### src/rtl/adxl_spi_sequencer_if.sv
// Parallel command/response link between the ADXL345 sequencer and the 3-wire SPI controller.
// Signal names are given from the sequencer's point of view.
interface adxl_spi_sequencer_if;
   logic [15:0] oP2S_DATA;
   logic        oSPI_GO;
   logic        iSPI_END;
   logic [7:0]  iS2P_DATA;

   modport master (
      output oP2S_DATA,
      output oSPI_GO,
      input  iSPI_END,
      input  iS2P_DATA
   );

   modport slave (
      input  oP2S_DATA,
      input  oSPI_GO,
      output iSPI_END,
      output iS2P_DATA
   );
endinterface

### src/rtl/adxl_spi_sequencer.sv
// ADXL345 command sequencer: writes the init table after reset, then periodically
// reads DATAX0..DATAZ1 and presents assembled signed X/Y/Z samples.
module adxl_spi_sequencer #(
   parameter int GAP_CYCLES     = 4,
   parameter int POLL_CYCLES    = 1000,
   parameter int TIMEOUT_CYCLES = 64
) (
   input  logic                 iCLK,
   input  logic                 iRST,
   input  logic                 iEN,
   adxl_spi_sequencer_if.master spi,
   output logic signed [15:0]   oX,
   output logic signed [15:0]   oY,
   output logic signed [15:0]   oZ,
   output logic                 oDATA_VALID,
   output logic                 oINIT_DONE,
   output logic                 oERR
);

   typedef enum logic [1:0] {S_IDLE, S_XFER, S_GAP, S_POLL} state_t;

   localparam int CNT_MAX = (POLL_CYCLES > TIMEOUT_CYCLES) ?
                            ((POLL_CYCLES > GAP_CYCLES) ? POLL_CYCLES : GAP_CYCLES) :
                            ((TIMEOUT_CYCLES > GAP_CYCLES) ? TIMEOUT_CYCLES : GAP_CYCLES);
   localparam int CNT_W = $clog2(CNT_MAX + 1);

   localparam logic [CNT_W-1:0] GAP_LAST  = CNT_W'(GAP_CYCLES - 1);
   localparam logic [CNT_W-1:0] POLL_LAST = CNT_W'(POLL_CYCLES - 1);
   localparam logic [CNT_W-1:0] TO_LAST   = CNT_W'(TIMEOUT_CYCLES - 1);
   localparam logic [CNT_W-1:0] CNT_ONE   = CNT_W'(1);

   state_t           state_q, state_d;
   logic [CNT_W-1:0] cnt_q, cnt_d;
   logic [2:0]       idx_q, idx_d;
   logic             init_ph_q, init_ph_d;   // 1: walking the init table, 0: read burst
   logic             fault_q, fault_d;       // current transfer timed out
   logic [15:0]      cmd_q, cmd_d;
   logic             done_q, done_d;
   logic             err_q, err_d;

   logic [7:0]         stage_q [0:5];
   logic signed [15:0] x_q, y_q, z_q;
   logic               valid_q;
   logic               capture;

   // Command word for an init-table entry or a single-byte register read.
   function automatic logic [15:0] cmd_word(input logic init, input logic [2:0] idx);
      logic [5:0] addr;
      if (init) begin
         case (idx)
            3'd0:    return 16'h3140;
            3'd1:    return 16'h2C09;
            default: return 16'h2D08;
         endcase
      end
      addr = 6'h32 + {3'b000, idx};
      return {2'b10, addr, 8'h00};
   endfunction

   // Control state register.
   always_ff @(posedge iCLK) begin
      if (iRST) begin
         state_q   <= S_IDLE;
         cnt_q     <= '0;
         idx_q     <= '0;
         init_ph_q <= 1'b1;
         fault_q   <= 1'b0;
         cmd_q     <= '0;
         done_q    <= 1'b0;
         err_q     <= 1'b0;
      end else begin
         state_q   <= state_d;
         cnt_q     <= cnt_d;
         idx_q     <= idx_d;
         init_ph_q <= init_ph_d;
         fault_q   <= fault_d;
         cmd_q     <= cmd_d;
         done_q    <= done_d;
         err_q     <= err_d;
      end
   end

   // Next-state logic: transfer, inter-transfer gap, and poll interval sequencing.
   always_comb begin
      state_d   = state_q;
      cnt_d     = cnt_q;
      idx_d     = idx_q;
      init_ph_d = init_ph_q;
      fault_d   = fault_q;
      cmd_d     = cmd_q;
      done_d    = done_q;
      err_d     = err_q;
      case (state_q)
         S_IDLE: begin
            state_d   = S_XFER;
            init_ph_d = 1'b1;
            idx_d     = '0;
            cnt_d     = '0;
         end
         S_XFER: begin
            // END takes priority over a timeout landing in the same cycle.
            if (spi.iSPI_END) begin
               state_d = S_GAP;
               cnt_d   = '0;
            end else if (cnt_q == TO_LAST) begin
               state_d = S_GAP;
               cnt_d   = '0;
               err_d   = 1'b1;
               fault_d = 1'b1;
            end else begin
               cnt_d = cnt_q + CNT_ONE;
            end
         end
         S_GAP: begin
            if (cnt_q == GAP_LAST) begin
               cnt_d   = '0;
               state_d = S_XFER;
               if (fault_q) begin
                  fault_d   = 1'b0;
                  init_ph_d = 1'b1;
                  idx_d     = '0;
                  done_d    = 1'b0;
               end else if (init_ph_q) begin
                  if (idx_q == 3'd2) begin
                     done_d    = 1'b1;
                     init_ph_d = 1'b0;
                     idx_d     = '0;
                     state_d   = S_POLL;
                  end else begin
                     idx_d = idx_q + 3'd1;
                  end
               end else if (idx_q == 3'd5) begin
                  idx_d   = '0;
                  state_d = S_POLL;
               end else begin
                  idx_d = idx_q + 3'd1;
               end
            end else begin
               cnt_d = cnt_q + CNT_ONE;
            end
         end
         S_POLL: begin
            if (!iEN) begin
               cnt_d = '0;
            end else if (cnt_q == POLL_LAST) begin
               cnt_d   = '0;
               idx_d   = '0;
               state_d = S_XFER;
            end else begin
               cnt_d = cnt_q + CNT_ONE;
            end
         end
         default: state_d = S_IDLE;
      endcase
      // The command word is only reloaded as a new transfer starts, so it is stable under GO.
      if (state_d == S_XFER && state_q != S_XFER) begin
         cmd_d = cmd_word(init_ph_d, idx_d);
      end
   end

   // The controller's last shift lands on the END cycle, so the byte is valid in the first gap cycle.
   assign capture = (state_q == S_GAP) && (cnt_q == '0) && !init_ph_q && !fault_q;

   // Read-byte staging and sample assembly; outputs update only on a complete burst.
   always_ff @(posedge iCLK) begin
      if (iRST) begin
         for (int i = 0; i < 6; i++) begin
            stage_q[i] <= '0;
         end
         x_q     <= '0;
         y_q     <= '0;
         z_q     <= '0;
         valid_q <= 1'b0;
      end else begin
         valid_q <= 1'b0;
         if (capture) begin
            stage_q[idx_q] <= spi.iS2P_DATA;
            if (idx_q == 3'd5) begin
               x_q     <= {stage_q[1], stage_q[0]};
               y_q     <= {stage_q[3], stage_q[2]};
               z_q     <= {spi.iS2P_DATA, stage_q[4]};
               valid_q <= 1'b1;
            end
         end
      end
   end

   assign spi.oSPI_GO   = (state_q == S_XFER);
   assign spi.oP2S_DATA = cmd_q;
   assign oX            = x_q;
   assign oY            = y_q;
   assign oZ            = z_q;
   assign oDATA_VALID   = valid_q;
   assign oINIT_DONE    = done_q;
   assign oERR          = err_q;

endmodule

### src/flat_wrapper.sv
// flat-port wrapper written by rule: the top's interface ports become plain ports
module adxl_spi_sequencer_flat 
#(
   parameter int GAP_CYCLES     = 4,
   parameter int POLL_CYCLES    = 1000,
   parameter int TIMEOUT_CYCLES = 64
)
  (iCLK, iRST, iEN, oX, oY, oZ, oDATA_VALID, oINIT_DONE, oERR, spi_oP2S_DATA, spi_oSPI_GO, spi_iSPI_END, spi_iS2P_DATA);
  adxl_spi_sequencer_if spi_i ();
  input  logic iCLK;
  input  logic iRST;
  input  logic iEN;
  output logic signed [15:0] oX;
  output logic signed [15:0] oY;
  output logic signed [15:0] oZ;
  output logic oDATA_VALID;
  output logic oINIT_DONE;
  output logic oERR;
  output wire logic [$bits(spi_i.oP2S_DATA)-1:0] spi_oP2S_DATA;
  output wire logic [$bits(spi_i.oSPI_GO)-1:0] spi_oSPI_GO;
  input wire logic [$bits(spi_i.iSPI_END)-1:0] spi_iSPI_END;
  input wire logic [$bits(spi_i.iS2P_DATA)-1:0] spi_iS2P_DATA;
  assign spi_oP2S_DATA = spi_i.oP2S_DATA;
  assign spi_oSPI_GO = spi_i.oSPI_GO;
  assign spi_i.iSPI_END = spi_iSPI_END;
  assign spi_i.iS2P_DATA = spi_iS2P_DATA;
  adxl_spi_sequencer #(.GAP_CYCLES(GAP_CYCLES), .POLL_CYCLES(POLL_CYCLES), .TIMEOUT_CYCLES(TIMEOUT_CYCLES)) u_core (.iCLK(iCLK), .iRST(iRST), .iEN(iEN), .spi(spi_i), .oX(oX), .oY(oY), .oZ(oZ), .oDATA_VALID(oDATA_VALID), .oINIT_DONE(oINIT_DONE), .oERR(oERR));
endmodule
### config.mk
export PLATFORM = sky130hd
export DESIGN_NAME = adxl_spi_sequencer_flat
export DESIGN_NICKNAME = d
export VERILOG_FILES = /design/src/rtl/adxl_spi_sequencer_if.sv /design/src/rtl/adxl_spi_sequencer.sv /design/src/flat_wrapper.sv
export SDC_FILE = /design/constraint.sdc
export NUM_CORES = 1
export LEC_CHECK = 0
export ABC_CLOCK_PERIOD_IN_PS = 2700
export CORE_MARGIN = 4
export CORE_UTILIZATION = 53
export CTS_CLUSTER_DIAMETER = 150
export DETAILED_ROUTE_END_ITERATION = 8
export HOLD_SLACK_MARGIN = 0.12
export PLACE_DENSITY = 0.79
export SLEW_MARGIN = 20
export SYNTH_ARGS = -nofsm -noshare
export SYNTH_HDL_FRONTEND = slang
export SYNTH_SLANG_ARGS = --single-unit
### constraint.sdc
create_clock -name iCLK -period 2.7 [get_ports iCLK]
set_input_delay 0.54 -clock iCLK [delete_from_list [all_inputs] [get_ports iCLK]]
set_output_delay 0.54 -clock iCLK [all_outputs]
set_load 0.02 [all_outputs]
# --- Yosys cells after proc, flatten, opt, wreduce, memory -nomap -nowiden ---
# Memories as Yosys holds them, arrays and structs flattened. A register that Yosys moved wholly into a read port is not among the register bits.
# Cells that the tools add are included.
word_totals:
  reg_bits: 52
  mem_count: 1
  latch_bits: 0
  mem_bits_rw: 48
  inputBits: 12
  romBits: 0
classes:
  n_div: 0
  n_mux: 50
  bitwise_logic: 2
  order_cmp: 0
  n_eq_ne: 14
  shift: 0
  addsub: 3
  reduce_logical: 18
  multipliers: 0
memory_table:
  columns: ["name", "depth", "width", "read_ports", "rd_ports_with_merged_regs", "write_ports", "line", "text"]
  rows:
  - ["u_core.stage_q", 6, 8, 5, 5, 6, "adxl_spi_sequencer.sv:41", "logic [7:0] stage_q [0:5];"]
op_table:
  columns: ["op", "n"]
  rows:
  - ["two-way mux 10 bit", 5]
  - ["one-hot mux 10 bit (4 select lines)", 1]
  - ["two-way mux 16 bit", 2]
  - ["one-hot mux 13 bit (2 select lines)", 1]
  - ["two-way mux 3 bit", 8]
  - ["two-way mux 1 bit", 19]
  - ["two-way mux 2 bit", 9]
  - ["adder 10 x 1 -> 10 bit, second input constant", 1]
  - ["equality test 10 bit, second input constant", 1]
  - ["equality test 10 x 2 -> 1 bit, second input constant", 1]
  - ["equality test 10 x 6 -> 1 bit, second input constant", 1]
  - ["logical NOT 10 bit", 1]
  - ["one-hot mux 3 bit (3 select lines)", 1]
  - ["two-way mux 8 bit", 1]
  - ["one-hot mux 2 bit (4 select lines)", 1]
  - ["AND reduction 4 bit", 2]
  - ["OR reduction 8 bit", 1]
  - ["adder 5 x 4 -> 6 bit, first input constant", 1]
  - ["!= test 2 x 1 -> 1 bit, second input constant", 3]
  - ["nonzero test 2 bit", 3]
  - ["equality test 2 x 1 -> 1 bit, second input constant", 2]
  - ["equality test 2 bit, second input constant", 2]
  - ["logical AND 1 bit", 4]
  - ["one-hot mux 1 bit (2 select lines)", 2]
  - ["other kinds (12)", 14]

# --- Depth between registers and ports, before layout ---
# Gate-level depths: netlist of run 1.
logic_depth:
  ltp_word: 10
  ltp_mapped: 11
  depth_no_buf: 10

# --- Worst setup path after synthesis of run 1 ---
# OpenSTA, ideal clock, no wires.
synth_path:
  path_kind: "register -> register"
  start: "register u_core.cnt_q[4]"
  end: "register u_core.cmd_q[0] (netlist: u_core.spi.oP2S_DATA[0])"
  arrival_time_ps: 2408
  n_path_buf: 1
  stages_incl_launch_ff: 11
  required_time_ps: 2630
  path_slack_ps: 222
  cell_sequence: "dfxtp_1 or2_2 o41ai_2 buf_4 o21ai_1 a21oi_1 a2bb2oi_1 ha_1 nand2_1 or3b_1 a21oi_1"
synth_between:
  elab_chain_cells: 8
  elab_cells_between_ends: 24
  classes_between: "eq/ne (5); mux (17); reduce/logical (2)"
synth_lines:
  columns: ["item", "line", "text"]
  rows:
  - ["start, declared", "adxl_spi_sequencer.sv:33", "logic [CNT_W-1:0] cnt_q, cnt_d;"]
  - ["start signal, assigned", "adxl_spi_sequencer.sv:73", "cnt_q <= cnt_d;"]
  - ["equality test 10 bit", "adxl_spi_sequencer.sv:145", "end else if (cnt_q == POLL_LAST) begin"]
  - ["two-way mux 3 bit", "adxl_spi_sequencer.sv:145", null]
  - ["two-way mux 3 bit", "adxl_spi_sequencer.sv:143", "if (!iEN) begin"]
  - ["one-hot mux 3 bit (3 select lines)", "adxl_spi_sequencer.sv:93", "case (state_q)"]
  - ["equality test 3 x 1 -> 1 bit or logical NOT 3 bit (tied branches)", "adxl_spi_sequencer.sv:50", "case (idx)"]
  - ["one-hot mux 13 bit (2 select lines)", "adxl_spi_sequencer.sv:50", null]
  - ["two-way mux 16 bit", "adxl_spi_sequencer.sv:49", "if (init) begin"]
  - ["two-way mux 16 bit", "adxl_spi_sequencer.sv:56", "addr = 6'h32 + {3'b000, idx};"]
  - ["end signal, assigned", "adxl_spi_sequencer.sv:77", "cmd_q <= cmd_d;"]
  - ["end, declared", "adxl_spi_sequencer.sv:37", "logic [15:0] cmd_q, cmd_d;"]
# Several ways; a longest one is shown, not always the timed one. The select of a mux whose other input is x is not followed.
# A chain may end at the register's enable or synchronous reset.

# --- Final worst setup path of run 1 ---
# Same ends and word-level chain as after synthesis.

==> results of run 1 <==
==> stage by stage <==
| stage | hold slack [ps] | instance area (µm²) | std cells | TNS, ps | worst slack, ps |
|---|---|---|---|---|---|
| after detailed placement | 446.8 | 5723 | 678 | -169.0 | -135.0 |
| after CTS | 454.9 | 6337 | 710 | 0 | 69.49 |
| final | 450.6 | 6344 | 710 | 0 | 174.0 |
| after global routing | 473.1 | 6344 | 710 | -30.59 | -30.59 |
| after floorplan | 437.5 | 4902 | 517 | 0 | 221.6 |
| after global placement | 433.5 | 5723 | 678 | -73.70 | -73.70 |
==> final cells by class <==
| type | count | area, µm² |
|---|---|---|
| Timing Repair Buffer | 90 | 865.8 |
| Tap cell | 108 | 135.1 |
| Inverter | 10 | 37.54 |
| Fill cell | 648 | 2505 |
| Sequential cell | 118 | 2763 |
| Clock inverter | 14 | 196.4 |
| Clock buffer | 18 | 417.9 |
| Multi-Input combinational cell | 352 | 1928 |
==> synth_stat cells, types with 4 or more instances <==
cell type    n
nor4_1       4
nand2_1    107
nor2_1      31
clkbuf_1    19
ha_1         4
buf_2        7
xor2_1       6
and3_1       4
or2_2        4
nor2b_1      4
and2_1      41
nor3_1      12
buf_4       10
a21oi_1     63
nand3_1      8
dfxtp_1     78
inv_1       10
edfxtp_1    40
nand4_1      6
nand2b_1     6
==> worst max-delay path: cells and delay by family, from the launching register on <==
family	cells	cell delay [ps]
flops	1	360
compound gates	5	1140
simple gates	3	770
fa+ha+maj	1	190
==> path summary, 6_finish.rpt <==
check                  start  slack [ps]  cells past startpoint                 endpoint
min reg2reg            oY[7]         450                      2                    oY[7]
min                    oY[7]         450                      2                    oY[7]
max          u_core.cnt_q[4]         170                      9  u_core.spi.oP2S_DATA[0]
max reg2reg  u_core.cnt_q[4]         170                      9  u_core.spi.oP2S_DATA[0]
==> cell families after synthesis <==
logic type,count (synthesis),synth area share
flops,118,0.5657
buf+inv,47,0.04561
simple gates,244,0.2498
compound gates,89,0.1115
fa+ha+maj,4,0.01025
mux,1,0.002050
other cells,1,0.0007679
xor+xnor,8,0.01435
==> layer usage <==
metal	GRT usage	vias to the layer above	wire, µm
li1	-	1885	-
met4	0.08452	0	220
met2	0.3607	135	5505
met1	0.2573	1825	4752
met3	0.04159	25	551
met5	0	-	0
==> power groups by stage <==
| stage | logic, µW | registers (µW) | clock network (µW) |
|---|---|---|---|
| 5_1_grt | 191 | 1890 | 2420 |
| 4_1_cts | 176 | 1880 | 2350 |
| 3_3_place_gp | 173 | 1920 | 0 |
| 6_report | 176 | 1880 | 2340 |
| 2_1_floorplan | 102 | 1930 | 0 |
| 3_5_place_dp | 174 | 1920 | 0 |
==> registers in the layout, indices dropped and copies added (netlist names), 2 cells and up <==
register              flops
oZ                        8
u_core.spi.oP2S_DATA     10
u_core.stage_q           40
u_core.idx_q              3
u_core.oZ                 8
oX                       16
u_core.cnt_q             10
oY                       16
u_core.state_q            2
==> metrics.md, run 1 <==
| Metric | Value |
|---|---|
| Net count, final | `between 600 and 700` |
| CTS clk-pin slew, worst paths | `approximately 60 ps` |
| Power share of the combinational group | `0.040` |
| Total CTS buffers | `17` |
| P per Cell Area | `~690 nW/µm²` |
| Post-route ant nets | `0` |
| Largest area contributor in the netlist | `dfxtp_1` |
| Vias in the first global route | `between 3000 and 4000` |
| Via Count | `approximately 3900` |
| Initial antenna violation count | `0` |
| Post-CTS setup buffers | `0` |
| Final Wtd Congestion | `0.9229` |
| Yosys reg bits | `around 120` |
| Period utilisation layout | `0.9355` |
| DRT Pass-1 Iters | `5` |
| Async S/R FF share, synth | `0` |
| GR Util All Layers | `0.2094` |
| Most common cell on crit path | `a21oi_1` |
| Main synth FF type | `dfxtp_1` |
| CTS HTree Levels | `4` |
| Sequential fraction of the synthesis area | `0.5657` |
| Status | `completed` |
| Clk buf depth | `2` |
| Core Box Area | `8848 µm²` |
| Most frequent cells in the layout | `nand2_1, dfxtp_1, clkdlybuf4s50_1, a21oi_1, and2_1` |
| Post-Syn Area | `just under 5000 µm²` |
| Period minus WS final | `between 2000 and 3000 ps` |
| Die W | `about 100 µm` |
| Die footprint | `10810 µm²` |
| Routed Wire Length | `11.03 mm` |
| Setup crit start kind | `flop` |
| Yosys warns | `0` |
| Drt drc | `0` |
| Initial DRC Count | `238` |
| Worst path required time | `3140 ps` |
| Post-synth EDFFs | `40` |
| Clock power share | `0.532` |
| CP max FO | `4` |
| Port Buf Inserts | `between 70 and 80` |
| Commonest non-fill, non-tap cell in the layout | `nand2_1` |
| Tightest Pin Transition | `around 590 ps` |
| CTS root buffer | `clkbuf_8` |
| Critical Path End Type | `flop` |
| Flop pwr share | `0.428` |
| P_leak | `roughly 0.0023 µW` |
| Starting Density | `0.5519` |
| Site Rows | `34` |
| Crit-path cells | `or2_2, o41ai_2, o21ai_1, a21oi_1, a2bb2oi_2, ha_1, nand2_1, or3b_1, a21oi_1` |
| Final max-slew violation count | `0` |
| Switch Pwr | `roughly 960 µW` |
| CTS resizes | `0` |
| Top post-synthesis cells by area | `dfxtp_1, edfxtp_1, nand2_1` |
| Layout area overhead | `29.90%` |
| Hpwl dp | `approximately 7.4 mm` |
| Ant diodes | `0` |
| WS Path Type | `flop to flop` |
| Layout cells sized above 1 | `0.1096` |
| Count of hold-fix buffers inserted at cts | `0` |
| Synth unique cells | `52` |
| Core Util, Final | `0.7169` |
| Worst relative slew slack | `0.6032` |
| Latest clock arrival within the worst-skew pair | `roughly 510 ps` |
| Hold violation total from the final report | `0` |
| Switching share of power | `0.2175` |
| Clk sinks | `118` |
| Area share of the largest cell type after synthesis | `0.3198` |
| Setup violators final | `0` |
| Power Internal | `about 3400 µW` |
| Critical path's largest stage delay | `just under 400 ps` |
| CTS tree | `yes` |
| WP data arrival | `around 3000 ps` |
| Setup Skew | `a little over 7 ps` |
| Cell count after synthesis | `512` |
| Fmax achieved | `between 300 and 400 MHz` |
| Via/cell ratio | `5.451` |
| Slowest cell on crit path | `o41ai_2` |
| Hold Path Class | `flop to flop` |
| Avg Inst Size Synth | `9.538 µm²` |
| Grt total ovfl | `0` |
| Largest net degree at the start of global routing | `44` |
| Final Total Pwr | `~4400 µW` |
| Die height | `slightly above 100 µm` |
| Peak VDD IR | `0.3947 mV` |
| Max-Cap Viols | `0` |
| Drt wl/cell | `15.53 µm` |
| # IOs | `80` |
| First-pass GRT wire length | `18.37 mm` |
(Power assumes the default switching activity.)
==> run 2: changes to the inputs <==
ABC_CLOCK_PERIOD_IN_PS = 3220   (was 2700)
CORE_UTILIZATION = 55   (was 53)
PLACE_DENSITY = 0.82   (was 0.79)
clock period = 3.22 ns   (was 2.7 ns; I/O delays follow)
==> metrics.md, run 2 (synthesis results as in run 1) <==
| Metric | Value |
|---|---|
| Status | `completed` |
| P per Cell Area | `578.1 nW/µm²` |
| Port Buf Inserts | `between 70 and 80` |
| Critical path depth | `9` |
| CP top delay family | `simple AND/OR/NAND/NOR gates` |
| Setup WS pre-CTS | `210.5 ps` |
| Slowest cell on crit path | `nor4_4` |
| Power Internal | `approximately 2800 µW` |
| Clk sinks | `118` |
| Hold violation total from the final report | `0` |
| Most common cell on crit path | `a21oi_1` |
| Die footprint | `10450 µm²` |
| Setup Skew | `around 7.2 ps` |
| Layout cells sized above 1 | `0.1008` |
| Reg2Reg Setup Slack | `approximately 470 ps` |
| Worst relative slew slack | `0.5057` |
| RSZ-0062 raised after global routing | `false` |
| Die W | `between 100 and 150 µm` |
| Worst R2R End | `u_core.spi.oP2S_DATA[0]` |
| GR Util All Layers | `0.2313` |
| Peak VDD IR | `around 0.32 mV` |
| Tightest Pin Transition | `around 740 ps` |
| Largest net degree at the start of global routing | `54` |
| Setup crit start kind | `flop` |
| Max-Cap Viols | `0` |
| Initial DRC Count | `about 220` |
| Total CTS buffers | `17` |
| Worst path required time | `around 3700 ps` |
| Setup_tns | `0 ps` |
| Ant diodes | `0` |
| Critical Path End Type | `flop` |
| Post-CTS setup buffers | `0` |
| Critical path buffer and inverter count | `0` |
| Site Rows | `34` |
| Hold Path Class | `flop to flop` |
| Latest clock arrival within the worst-skew pair | `between 500 and 600 ps` |
| Hpwl dp | `around 7.4 mm` |
| Grt total ovfl | `0` |
| WS Path Type | `flop to flop` |
| CTS tree | `yes` |
| Hold path endpoint | `u_core.oZ[14]` |
| Setup violators final | `0` |
| P_leak | `~0.0023 µW` |
| Min-delay src | `u_core.oZ[14]` |
| Top reg by flops | `u_core.stage_q` |
| Commonest non-fill, non-tap cell in the layout | `nand2_1` |
| First-pass GRT wire length | `about 19 mm` |
| Starting Density | `0.5627` |
| Core Box Area | `a little under 9000 µm²` |
| WP data arrival | `roughly 3200 ps` |
| Count of hold-fix buffers inserted at cts | `0` |
| Period minus WS final | `~2800 ps` |
| Net count, final | `about 600` |
| Power share of the combinational group | `0.040` |
| CTS resizes | `0` |
| Routed Wire Length | `11.36 mm` |
| Flop pwr share | `0.435` |
| Fmax achieved | `363.2 MHz` |
| Layout area overhead | `28.64%` |
| DP Cell Count | `between 600 and 700` |
| CTS root buffer | `clkbuf_8` |
| Period utilisation layout | `0.8552` |
| Via Count | `3852` |
| Initial antenna violation count | `0` |
| Final Wtd Congestion | `between 0.8 and 0.9` |
| Max reg flops | `40` |
| Clk buf depth | `2` |
| Post-route ant nets | `0` |
| Switch Pwr | `about 800 µW` |
| Worst hold slack | `between 400 and 500 ps` |
| Vias in the first global route | `3760` |
| R2R cell count | `9` |
| DRT Pass-1 Iters | `5` |
| Critical path's largest stage delay | `470 ps` |
| CTS clk-pin slew, worst paths | `~60 ps` |
| # IOs | `80` |
| Final max-slew violation count | `0` |
| Final worst slack | `between 400 and 500 ps` |
| Via/cell ratio | `roughly 5.5` |
| Clock power share | `0.525` |
| Origin of the critical flop-to-flop path | `u_core.cnt_q[6]` |
| CTS HTree Levels | `4` |
| Post-Layout Cell Count | `about 700` |
| Hold path cells | `2` |
| Drt wl/cell | `about 16 µm` |
| Crit-path cells | `nor4_4, and3_1, o21ai_1, a21oi_1, a2bb2oi_1, ha_1, nand2_1, or3b_1, a21oi_1` |
| Drt drc | `0` |
| CP max FO | `7` |
| Fillers | `~640` |
| Most frequent cells in the layout | `nand2_1, dfxtp_1, clkdlybuf4s50_1, a21oi_1, and2_1` |
| Switching share of power | `0.2205` |
| Die height | `roughly 100 µm` |
==> run 2: worst max-delay path by stage <==
stage,to,slack (ps),from
final,u_core.spi.oP2S_DATA[0],470,u_core.cnt_q[6]
after CTS,u_core.spi.oP2S_DATA[0],490,u_core.cnt_q[6]
after floorplan,u_core.spi.oP2S_DATA[0],740,u_core.cnt_q[4]
after detailed placement,u_core.spi.oP2S_DATA[0],210,iEN
after global routing,u_core.spi.oP2S_DATA[0],190,u_core.cnt_q[6]
after global placement,u_core.spi.oP2S_DATA[0],280,iEN
==> run 2: power groups by stage <==
stage / registers, µW / logic (µW) / clock network (µW)
global route: 1580 / 158 / 2000
floorplan: 1610 / 85.8 / 0
CTS: 1580 / 146 / 1930
finish: 1580 / 145 / 1910
detailed placement: 1610 / 145 / 0
global placement: 1610 / 143 / 0
==> run 2: per-layer routing <==
metal,share of wire,track usage,vias up
met5,0,0,-
met4,0.018,0.09687,0
met3,0.049,0.05392,21
met2,0.51,0.3898,113
met1,0.43,0.2860,1847
li1,-,-,1871
==> run 2: metrics by stage <==
| stage | total power [µW] | utilization | instance area, µm² |
|---|---|---|---|
| 3_5_place_dp | 1755 | 0.6520 | 5658 |
| 4_1_cts | 3653 | 0.7233 | 6277 |
| 6_report | 3632 | 0.7239 | 6282 |
| 5_1_grt | 3744 | 0.7239 | 6282 |
| 2_1_floorplan | 1700 | - | 4902 |
| 3_3_place_gp | 1751 | 0.6520 | 5658 |
==> run 2: worst reg2reg max path, stage by stage (launching register included) <==
cell,delay [ps]
dfxtp_1,370
nor4_4,470
and3_1,390
o21ai_1,180
a21oi_1,160
a2bb2oi_1,300
ha_1,220
nand2_1,80
or3b_1,370
a21oi_1,150
==> run 2: layout make-up <==
type / count / area [µm²] / area share
flip-flops and latches: 118 / 2763 / 0.4398
multi-input cells: 352 / 1927 / 0.3067
repair buffers: 83 / 800.8 / 0.1275
clock buffers: 22 / 516.7 / 0.08225
well taps: 108 / 135.1 / 0.02151
clock inverters: 10 / 102.6 / 0.01633
inverters: 10 / 37.54 / 0.005975
